===== src/rtl/riscv_pkg.sv =====
// Shared writeback types: data width, register address width, queued result entry.
// Imported by the writeback arbiter, its interface and its result FIFO.
package riscv_pkg;

    localparam int XLEN       = 32;
    localparam int REG_ADDR_W = 5;

    typedef struct packed {
        logic [REG_ADDR_W-1:0] rd;
        logic [XLEN-1:0]       data;
    } wb_entry_t;

    typedef enum logic {
        HOLD_OFF,
        HOLD_ON
    } hold_state_t;

    function automatic logic [31:0] rdOneHot(input logic [REG_ADDR_W-1:0] rd);
        return (rd == '0) ? 32'h0 : (32'h1 << rd);
    endfunction

endpackage


===== src/rtl/x_writeback_arbiter_if.sv =====
// ALU / MDU / regfile-write bundle of the writeback arbiter.
// WB_FWD_EN adds the two operand forwarding lookup ports.
interface x_writeback_arbiter_if;
    import riscv_pkg::*;

    logic                  iALU_VALID;
    logic [REG_ADDR_W-1:0] iALU_RD;
    logic [XLEN-1:0]       iALU_DATA;
    logic                  iMDU_VALID;
    logic                  oMDU_READY;
    logic [REG_ADDR_W-1:0] iMDU_RD;
    logic [XLEN-1:0]       iMDU_DATA;
    logic                  oALU_HOLD;
    logic [REG_ADDR_W-1:0] oWB_RD;
    logic [XLEN-1:0]       oWB_DATA;
    logic [31:0]           oPEND_MASK;
`ifdef WB_FWD_EN
    logic [REG_ADDR_W-1:0] iFWD_RS1;
    logic [REG_ADDR_W-1:0] iFWD_RS2;
    logic                  oFWD_HIT1;
    logic                  oFWD_HIT2;
    logic [XLEN-1:0]       oFWD_DATA1;
    logic [XLEN-1:0]       oFWD_DATA2;

    modport master (
        output iALU_VALID, iALU_RD, iALU_DATA,
        output iMDU_VALID, iMDU_RD, iMDU_DATA,
        output iFWD_RS1, iFWD_RS2,
        input  oMDU_READY, oALU_HOLD,
        input  oWB_RD, oWB_DATA, oPEND_MASK,
        input  oFWD_HIT1, oFWD_HIT2,
        input  oFWD_DATA1, oFWD_DATA2
    );

    modport slave (
        input  iALU_VALID, iALU_RD, iALU_DATA,
        input  iMDU_VALID, iMDU_RD, iMDU_DATA,
        input  iFWD_RS1, iFWD_RS2,
        output oMDU_READY, oALU_HOLD,
        output oWB_RD, oWB_DATA, oPEND_MASK,
        output oFWD_HIT1, oFWD_HIT2,
        output oFWD_DATA1, oFWD_DATA2
    );
`else
    modport master (
        output iALU_VALID, iALU_RD, iALU_DATA,
        output iMDU_VALID, iMDU_RD, iMDU_DATA,
        input  oMDU_READY, oALU_HOLD,
        input  oWB_RD, oWB_DATA, oPEND_MASK
    );

    modport slave (
        input  iALU_VALID, iALU_RD, iALU_DATA,
        input  iMDU_VALID, iMDU_RD, iMDU_DATA,
        output oMDU_READY, oALU_HOLD,
        output oWB_RD, oWB_DATA, oPEND_MASK
    );
`endif

endinterface


===== src/rtl/x_writeback_arbiter_fifo.sv =====
// In-order queue of MDU results waiting for the regfile write port.
// Full/empty come from a separate count; the raw entry array is exposed for scans.
module wb_result_fifo
    import riscv_pkg::*;
#(
    parameter  int DEPTH = 4,
    localparam int PW    = $clog2(DEPTH),
    localparam int CW    = PW + 1
) (
    input  logic          iCLK,
    input  logic          iRST,
    input  logic          push,
    input  wb_entry_t     pushEntry,
    input  logic          pop,
    output wb_entry_t     head,
    output logic [CW-1:0] count,
    output logic [PW-1:0] rdPtr,
    output wb_entry_t     entries [DEPTH]
);

    wb_entry_t     mem [DEPTH];
    logic [PW-1:0] wrPtr;

    always_ff @(posedge iCLK) begin
        if (push) begin
            mem[wrPtr] <= pushEntry;
        end
    end

    always_ff @(posedge iCLK) begin
        if (iRST) begin
            wrPtr <= '0;
            rdPtr <= '0;
            count <= '0;
        end else begin
            if (push) begin
                wrPtr <= wrPtr + PW'(1);
            end
            if (pop) begin
                rdPtr <= rdPtr + PW'(1);
            end
            count <= count + CW'(push) - CW'(pop);
        end
    end

    assign head    = mem[rdPtr];
    assign entries = mem;

endmodule


===== src/rtl/x_writeback_arbiter.sv =====
// Regfile write-port arbiter: ALU first, MDU results queued, pending-write mask.
// Define WB_FWD_EN to add combinational operand forwarding from queued results.
module x_writeback_arbiter
    import riscv_pkg::*;
#(
    parameter  int DEPTH = 4,
    localparam int PW    = $clog2(DEPTH),
    localparam int CW    = PW + 1
) (
    input logic                  iCLK,
    input logic                  iRST,
    x_writeback_arbiter_if.slave bus
);

    wb_entry_t     head;
    wb_entry_t     entries [DEPTH];
    wb_entry_t     winner;
    wb_entry_t     wbReg;
    logic [CW-1:0] count;
    logic [CW-1:0] cntNext;
    logic [PW-1:0] rdPtr;
    logic          fifoPush;
    logic          fifoPop;
    logic          full;
    logic          empty;
    logic          mduXfer;
    logic          hold;
    logic          selHold;
    logic          selAlu;
    logic          selHead;
    logic          selByp;
    hold_state_t   holdState;
    hold_state_t   holdNext;

    wb_result_fifo #(.DEPTH(DEPTH)) uFifo (
        .iCLK      (iCLK),
        .iRST      (iRST),
        .push      (fifoPush),
        .pushEntry ({bus.iMDU_RD, bus.iMDU_DATA}),
        .pop       (fifoPop),
        .head      (head),
        .count     (count),
        .rdPtr     (rdPtr),
        .entries   (entries)
    );

    assign full    = (count == CW'(DEPTH));
    assign empty   = (count == '0);
    assign mduXfer = bus.iMDU_VALID & ~full;

    // One-hot select so the decoder below stays a parallel case.
    assign selHold = hold;
    assign selAlu  = ~hold & bus.iALU_VALID & (bus.iALU_RD != '0);
    assign selHead = ~hold & ~selAlu & ~empty;
    assign selByp  = ~hold & ~selAlu & empty & mduXfer;

    always_comb begin
        winner  = '0;
        fifoPop = 1'b0;
        unique case (1'b1)
            selHold: begin
                fifoPop = ~empty;
                winner  = empty ? '0 : head;
            end
            selAlu: begin
                winner.rd   = bus.iALU_RD;
                winner.data = bus.iALU_DATA;
            end
            selHead: begin
                fifoPop = 1'b1;
                winner  = head;
            end
            selByp: begin
                if (bus.iMDU_RD != '0) begin
                    winner.rd   = bus.iMDU_RD;
                    winner.data = bus.iMDU_DATA;
                end
            end
            default: winner = '0;
        endcase
    end

    assign fifoPush = mduXfer & ~selByp & (bus.iMDU_RD != '0);
    assign cntNext  = count + CW'(fifoPush) - CW'(fifoPop);

    always_ff @(posedge iCLK) begin
        if (iRST) begin
            wbReg <= '0;
        end else begin
            wbReg <= winner;
        end
    end

    always_ff @(posedge iCLK) begin
        if (iRST) begin
            holdState <= HOLD_OFF;
        end else begin
            holdState <= holdNext;
        end
    end

    // Set at full, released only below DEPTH-1 to avoid toggling.
    always_comb begin
        holdNext = holdState;
        unique case (holdState)
            HOLD_OFF: if (cntNext == CW'(DEPTH)) holdNext = HOLD_ON;
            HOLD_ON:  if (cntNext < CW'(DEPTH - 1)) holdNext = HOLD_OFF;
            default:  holdNext = HOLD_OFF;
        endcase
    end

    always_comb begin
        hold = (holdState == HOLD_ON);
    end

    always_comb begin
        bus.oPEND_MASK = rdOneHot(wbReg.rd);
        for (int i = 0; i < DEPTH; i++) begin
            if (CW'(i) < count) begin
                bus.oPEND_MASK |= rdOneHot(entries[rdPtr + PW'(i)].rd);
            end
        end
    end

    assign bus.oMDU_READY = ~full;
    assign bus.oALU_HOLD  = hold;
    assign bus.oWB_RD     = wbReg.rd;
    assign bus.oWB_DATA   = wbReg.data;

`ifdef WB_FWD_EN
    // Scan oldest to youngest so the last match wins.
    function automatic logic [XLEN:0] fwdLookup(input logic [REG_ADDR_W-1:0] rs);
        logic            hit;
        logic [XLEN-1:0] data;
        hit  = (rs != '0) && (wbReg.rd == rs);
        data = hit ? wbReg.data : '0;
        for (int i = 0; i < DEPTH; i++) begin
            if ((rs != '0) && (CW'(i) < count)
                && (entries[rdPtr + PW'(i)].rd == rs)) begin
                hit  = 1'b1;
                data = entries[rdPtr + PW'(i)].data;
            end
        end
        return {hit, data};
    endfunction

    always_comb begin
        {bus.oFWD_HIT1, bus.oFWD_DATA1} = fwdLookup(bus.iFWD_RS1);
        {bus.oFWD_HIT2, bus.oFWD_DATA2} = fwdLookup(bus.iFWD_RS2);
    end
`endif

    aluDuringHold: assert property (
        @(posedge iCLK) disable iff (iRST) !(hold && bus.iALU_VALID)
    );

endmodule


===== src/flat_wrapper.sv =====
// flat-port wrapper written by rule: the top's interface ports become plain ports
module x_writeback_arbiter_flat import riscv_pkg::*;
#(
    parameter  int DEPTH = 4,
    localparam int PW    = $clog2(DEPTH),
    localparam int CW    = PW + 1
)
  (iCLK, iRST, bus_iALU_VALID, bus_iALU_RD, bus_iALU_DATA, bus_iMDU_VALID, bus_iMDU_RD, bus_iMDU_DATA, bus_oMDU_READY, bus_oALU_HOLD, bus_oWB_RD, bus_oWB_DATA, bus_oPEND_MASK);
  x_writeback_arbiter_if bus_i ();
  input logic iCLK;
  input logic iRST;
  input wire logic [$bits(bus_i.iALU_VALID)-1:0] bus_iALU_VALID;
  input wire logic [$bits(bus_i.iALU_RD)-1:0] bus_iALU_RD;
  input wire logic [$bits(bus_i.iALU_DATA)-1:0] bus_iALU_DATA;
  input wire logic [$bits(bus_i.iMDU_VALID)-1:0] bus_iMDU_VALID;
  input wire logic [$bits(bus_i.iMDU_RD)-1:0] bus_iMDU_RD;
  input wire logic [$bits(bus_i.iMDU_DATA)-1:0] bus_iMDU_DATA;
  output wire logic [$bits(bus_i.oMDU_READY)-1:0] bus_oMDU_READY;
  output wire logic [$bits(bus_i.oALU_HOLD)-1:0] bus_oALU_HOLD;
  output wire logic [$bits(bus_i.oWB_RD)-1:0] bus_oWB_RD;
  output wire logic [$bits(bus_i.oWB_DATA)-1:0] bus_oWB_DATA;
  output wire logic [$bits(bus_i.oPEND_MASK)-1:0] bus_oPEND_MASK;
  assign bus_i.iALU_VALID = bus_iALU_VALID;
  assign bus_i.iALU_RD = bus_iALU_RD;
  assign bus_i.iALU_DATA = bus_iALU_DATA;
  assign bus_i.iMDU_VALID = bus_iMDU_VALID;
  assign bus_i.iMDU_RD = bus_iMDU_RD;
  assign bus_i.iMDU_DATA = bus_iMDU_DATA;
  assign bus_oMDU_READY = bus_i.oMDU_READY;
  assign bus_oALU_HOLD = bus_i.oALU_HOLD;
  assign bus_oWB_RD = bus_i.oWB_RD;
  assign bus_oWB_DATA = bus_i.oWB_DATA;
  assign bus_oPEND_MASK = bus_i.oPEND_MASK;
  x_writeback_arbiter #(.DEPTH(DEPTH)) u_core (.iCLK(iCLK), .iRST(iRST), .bus(bus_i));
endmodule

===== config.mk =====
export PLATFORM = sky130hd
export DESIGN_NAME = x_writeback_arbiter_flat
export DESIGN_NICKNAME = d
export VERILOG_FILES = /design/src/rtl/riscv_pkg.sv /design/src/rtl/x_writeback_arbiter_if.sv /design/src/rtl/x_writeback_arbiter_fifo.sv /design/src/rtl/x_writeback_arbiter.sv /design/src/flat_wrapper.sv
export SDC_FILE = /design/constraint.sdc
export NUM_CORES = 1
export LEC_CHECK = 0
export CAP_MARGIN = 10
export CORE_MARGIN = 4
export CORE_UTILIZATION = 55
export DETAILED_ROUTE_END_ITERATION = 8
export GPL_TIMING_DRIVEN = 0
export PLACE_DENSITY = 0.79
export SETUP_SLACK_MARGIN = 0.05
export SYNTH_ARGS = -nofsm -noshare
export SYNTH_HDL_FRONTEND = slang
export SYNTH_SLANG_ARGS = --single-unit

===== constraint.sdc =====
create_clock -name iCLK -period 5 [get_ports iCLK]
set_input_delay 1.25 -clock iCLK [delete_from_list [all_inputs] [get_ports iCLK]]
set_output_delay 1.25 -clock iCLK [all_outputs]
set_load 0.05 [all_outputs]

# --- Word level (Yosys, flattened, before mapping) ---
# Index checks and enable logic that the tools add are counted.
op_classes:
  add_sub_neg: 6
  magnitude_cmp: 11
  eq_ne: 2
  shift: 5
  mux: 31
  bitwise: 23
  n_reduce_logical: 9
ops:
  columns: ["op", "n"]
  rows:
  - ["2-to-1 mux 37 bit", 11]
  - ["binary-select mux 37 bit (select 2 bit)", 4]
  - ["2-to-1 mux 32 bit", 9]
  - ["left shift 1 x 5 -> 32 bit (first input constant)", 5]
  - ["bitwise mux 148 bit", 1]
  - ["case mux 37 bit (4 select lines)", 1]
  - ["OR 32 bit", 4]
  - ["demux 37 bit (select 2 bit)", 1]
  - ["zero test 5 bit", 5]
  - ["greater-or-equal comparator 3 bit (second input constant)", 5]
  - ["inverter 2 -> 3 bit", 5]
  - ["nonzero test 5 bit", 2]
  - ["AND 1 bit", 9]
  - ["equality test 3 bit (second input constant)", 2]
  - ["less-than comparator 1 x 3 -> 1 bit (first input constant)", 2]
  - ["less-than comparator 2 x 3 -> 1 bit (first input constant)", 2]
  - ["inverter 1 bit", 5]
  - ["adder 2 x 1 -> 2 bit (second input constant)", 2]
  - ["adder 2 bit (second input constant)", 2]
  - ["case mux 1 bit (2 select lines)", 2]
  - ["adder 3 x 1 -> 3 bit", 1]
  - ["zero test 3 bit", 1]
  - ["less-than comparator 3 x 1 -> 1 bit (second input constant)", 1]
  - ["less-than comparator 3 x 2 -> 1 bit (second input constant)", 1]
  - ["other kinds (3)", 4]
word_totals:
  ff_bits: 193
  in_bits: 78
  out_inout_bits: 71
  elab_cells: 101

# --- Logic depth before layout (Yosys ltp) ---
depth:
  word_depth: 15
  depth_mapped: 14
  ltp_nobuf: 13

# --- Cells and area by module ---
# A second synthesis with hierarchy kept.
unflattened:
  hier_cells: 741
  hier_area_um2: 9759.4
by_module_without_submodules:
  columns: ["module", "instances", "cells_per_inst", "area_per_inst_um2", "seq_area_each_um2"]
  rows:
  - ["wb_result_fifo", 1, 231, 5775.5, 4584.4]
  - ["x_writeback_arbiter", 1, 510, 3983.8, 760.7]

# --- Least setup slack after synthesis ---
# OpenSTA, ideal clock, no wires.
synth_timing:
  path_type: "input port to flip-flop"
  from: "in bus_iALU_RD[1]"
  to: "reg u_core.holdState (netlist: u_core.bus.oALU_HOLD)"
  setup_ns: 0.122
  arrival_time_ns: 3.651
  required_ns: 4.878
  setup_slack_ns: 1.228
  path_stages: 14
  n_path_buf: 2
  cell_sequence: "or4_1 o21a_1 buf_2 nor2_2 buf_2 ha_1 inv_1 ha_1 inv_1 fa_1 xnor2_1 nor2_1 a21oi_1 o21ai_0"
synth_via:
  elab_cells_between_ends: 18
  cone_classes: "add/sub: 2; order compare: 1; eq/ne: 1; mux: 4; bitwise: 9; reduce/logical: 1"
synth_rtl:
  columns: ["item", "line_no", "rtl"]
  rows:
  - ["start: declaration", "flat_wrapper.sv:13", "input wire logic [$bits(bus_i.iALU_RD)-1:0] bus_iALU_RD;"]
  - ["nonzero test 5 bit *", "x_writeback_arbiter.sv:53", "assign selAlu = ~hold & bus.iALU_VALID & (bus.iALU_RD != '0);"]
  - ["AND 1 bit *", "x_writeback_arbiter.sv:53", null]
  - ["inverter 1 bit *", "x_writeback_arbiter.sv:54", "assign selHead = ~hold & ~selAlu & ~empty;"]
  - ["AND 1 bit * (2 in a row)", "x_writeback_arbiter.sv:54", null]
  - ["case mux 1 bit (2 select lines) *", "x_writeback_arbiter.sv:60", "unique case (1'b1)"]
  - ["net u_core.fifoPop", "x_writeback_arbiter.sv:23", "logic fifoPop;"]
  - ["subtractor 3 x 1 -> 3 bit *", "x_writeback_arbiter.sv:84", "assign cntNext = count + CW'(fifoPush) - CW'(fifoPop);"]
  - ["less-than comparator 3 x 2 -> 1 bit or equality test 3 bit (tied branches)", "x_writeback_arbiter.sv:107, x_writeback_arbiter.sv:106", null]
  - ["2-to-1 mux 1 bit (on tied branches)", "x_writeback_arbiter.sv:107, x_writeback_arbiter.sv:106", null]
  - ["case mux 1 bit (2 select lines) *", "x_writeback_arbiter.sv:105", "unique case (holdState)"]
  - ["end signal: assignment", "x_writeback_arbiter.sv:98", "holdState <= holdNext;"]
  - ["end: declaration", "x_writeback_arbiter.sv:32", "hold_state_t holdState;"]
# The timed path passes the listed nets; every way through them passes the cells marked *.
# A chain may end at the register's enable or synchronous reset.

# --- Worst setup path in the final report ---
layout_timing:
  from: "reg u_core.uFifo.rdPtr[0]"
  to: "out bus_oPEND_MASK[10]"
layout_via:
  elab_chain_cells: 14
  elab_cells_between_ends: 39
  cone_classes: "add/sub: 3; shift: 4; mux: 20; bitwise: 8; reduce/logical: 4"
layout_rtl:
  columns: ["item", "line_no", "rtl"]
  rows:
  - ["start: declaration", "x_writeback_arbiter_fifo.sv:17", "output logic [PW-1:0] rdPtr,"]
  - ["start signal: assignment", "x_writeback_arbiter_fifo.sv:40", "rdPtr <= rdPtr + PW'(1);"]
  - ["parallel branches: the longest is 13 deep, another holds adder 2 x 1 -> 2 bit", null, null]
  - ["2-to-1 mux 32 bit *", "x_writeback_arbiter.sv:119", "if (CW'(i) < count) begin"]
  - ["end: declaration", "flat_wrapper.sv:22", "output wire logic [$bits(bus_i.oPEND_MASK)-1:0] bus_oPEND_MASK;"]
# Mark *: on every way between the ends. The select of a mux whose other input is x is not followed.

==> qor.txt <==
Final Skew = 0.0122 ns
CP Data Required Time = 3.75 ns
Drt first-iter violations = 873
Inserted Diodes = 0
CP Class = flip-flop to output port
CTS tree = built
CTS Hold Buffers Added = 0
Sequential-to-total area share from yosys stat = 59.8%
CP startpoint kind = flip-flop
Initial Util = 56.3%
Top delay family on crit path = buffers and inverters
Crit-path cells = buf_6, buf_12, mux4_2, nand2b_1, nor3_1, a22oi_1, nand3_1, clkdlybuf4s50_1
Post-synth top cells = edfxtp_1 (148), nor2_1 (69), a22oi_1 (60)
First-pass GRT wire length = 39400 µm
Clk Latency, worst-skew pair = 0.44 ns
Max clock buf depth = 2
Most used DFF post-synth = edfxtp_1
Slew margin rel. = 43.8%
Leakage = 0.00374 µW
Multi-input gate area in the final layout = 3350 µm²
Die width = 136 µm
Initial antenna violation count = 1
Final core utilization = 71.6%
Layout Nets = 885
Clock H-tree levels = 4
Register Area = 5350 µm²
Synthesized cell area = 8940 µm²
Final Routed Wirelength = 25300 µm
Final setup vio count = 0
Row count = 46
Worst slew pin tran = 0.840 ns
Fillers = 1069
Slew Limit Fails = 0
Total GRT Usage = 28.6%
Via count = 6603
Chip Height = 136 µm
Top cells by area, synth = edfxtp_1 (50%), mux4_2 (11%), dfxtp_1 (10%)
Fin crit period = 4.76 ns
Worst EP arrival = 3.51 ns
Synthesis Warnings = 0
Detailed Place HPWL = 18300 µm
Core area = 15900 µm²
Most common cell in the netlist = edfxtp_1
Via-to-Cell Ratio = 6.43
Main combinational cell family by area after synthesis = multiplexers
Synth unique cells = 53
Proportion of synthesized area in mux cells = 13.6%
PwrDens = 552 nW/µm²
Simple-gate portion of the synthesized area = 12.0%
Max VDD drop = 0.000438 V
Initial DRT Pass Iterations = 9
EDFF count, synth = 148
Compound-Gate Fraction of Synth Area = 9.85%
RSZ-0062 raised after global routing = false
Vias in the first global route = 6757
Status = finished with violations
Area Overhead vs Synth = 27.1%
CP Capture Type = output port
Xor/xnor share of the synthesized area = 0.392%
Die area = 18400 µm²
#FFs+latches synth = 193
Max FO, Critical Path = 10
Fin crit share = 95.3%
Num CTS Buffers = 17
Wire length per cell = 24.6 µm
DRC viols = 4
Max Cap Violations = 0
Syn Inst Count = 629
Max Clk Rate = 210 MHz
Final Hold Viols = 0
HP Class = flip-flop to flip-flop
Top cell type by total area after synthesis = edfxtp_1
Synthesized Nets = 716
Post-synth ARST share = 0%
Routability congestion estimate = 0.931
Largest stage delay on the critical path = 0.84 ns
Fin Setup TNS = 0 ns
Clk pin slew, worst setup/hold paths = 0.07 ns
Adder-Cell Fraction of Synth Area = 1.34%
WP buf/inv = 3
IO Pins = 149
Avg Inst Size Synth = 14.2 µm²
Root buffer cell = clkbuf_16
Fraction of layout instances using a drive strength above 1 = 15.8%
Largest net degree at the start of global routing = 32
Failing checks = design-rule violations
Synth top area share = 49.7%
Slowest cell on crit path = clkdlybuf4s50_1
Global route total overflow = 0
Antenna-violating nets left = 0
PortBufs = 146
Post-CTS setup buffers = 0
CTS Sinks = 193
## cells by family after synthesis
kind of cell	after synthesis
compound gates	106
other cells	1
buf+inv	50
xor+xnor	4
fa+ha+maj	9
flops	193
simple gates	207
mux	59
## what timing repair did
action / CTS / global route
endpoints found under the hold margin: 0 / 0
setup endpoints to repair: 2 / 3
resized for setup: 1 / 3
## path summary, 6_finish.rpt
check	cells after the start	endpoint	startpoint	slack, ns
min reg2reg	2	u_core.uFifo.wrPtr[1]$_SDFFE_PP0N_	u_core.uFifo.wrPtr[1]$_SDFFE_PP0N_	0.59
min	2	u_core.uFifo.wrPtr[1]$_SDFFE_PP0N_	u_core.uFifo.wrPtr[1]$_SDFFE_PP0N_	0.59
max reg2reg	14	u_core.bus.oALU_HOLD$_SDFF_PP0_	u_core.bus.oALU_HOLD$_SDFF_PP0_	2.02
max	8	bus_oPEND_MASK[10]	u_core.uFifo.rdPtr[0]$_SDFFE_PP0P_	0.24
## layout by cell type (no fill, tap or decap), types with 3 or more instances in the layout
master,n
inv_1,9
clkbuf_16,17
nor2_2,4
buf_6,4
a222oi_1,37
edfxtp_1,148
nand4_1,5
mux4_1,4
clkdlybuf4s50_1,146
buf_2,4
mux2i_1,3
mux4_2,44
clkbuf_1,18
and3_1,3
nand3_1,36
buf_12,5
buf_4,8
ha_1,8
a22oi_1,60
nor3b_1,8
nand2_1,33
nor2_1,66
and2_1,4
inv_8,5
xnor2_1,4
inv_6,3
and2_2,4
nor2_4,4
buf_1,5
dfxtp_1,45
nor2b_1,11
nor3_1,6
nand2b_1,6
mux2_2,8
## layout make-up
type	instances	share of cell area (%)
buffer	41	2.08
clock inverter	14	1.36
multi-input combinational	386	29.4
timing repair buffer	150	13.6
inverter	9	0.297
tap	216	2.38
sequential	193	47.0
clock buffer	18	3.86
## per-stage QoR
step                instance area, µm²  power (µW)  cells  hold slack [ns]  setup WS, ns
floorplan                         8940        4020    629            0.514          1.23
global placement                 10700        4840    991            0.528         0.341
detailed placement               10800        4920    995            0.578         0.409
CTS                              11400        6270   1027            0.594         0.172
global route                     11400        6550   1027            0.630         0.112
finish                           11400        6270   1027            0.594         0.235
## routing by layer
layer	GRT usage [%]	vias to the layer above	routed length, µm
li1	-	2886	-
met5	0	-	7
met1	36.9	3292	9620
met2	48.9	387	12900
met3	7.21	36	2290
met4	7.39	2	444
## power breakdown
| part | leakage, µW | switching [µW] | internal [µW] |
|---|---|---|---|
| combinational | 0.00173 | 1780 | 1050 |
| sequential | 0.00172 | 111 | 1980 |
| clock | 0.000286 | 655 | 689 |
| total | 0.00374 | 2550 | 3720 |
## flip-flops by register name, indices dropped and copies added, names as in the netlist
| signal | cells |
|---|---|
| u_core.uFifo.entries | 148 |
| u_core.uFifo.wrPtr | 2 |
| u_core.bus.oWB_RD | 5 |
| u_core.uFifo.count | 3 |
| u_core.uFifo.rdPtr | 2 |
| u_core.bus.oWB_DATA | 32 |
| u_core.bus.oALU_HOLD | 1 |
## worst min-delay path: cells and delay by family, from the launching register on
kind / cells / cell delay [ns]
flops: 1 / 0.35
simple gates: 1 / 0.06
mux: 1 / 0.13
Note: power is estimated with default switching activity, not from simulation.
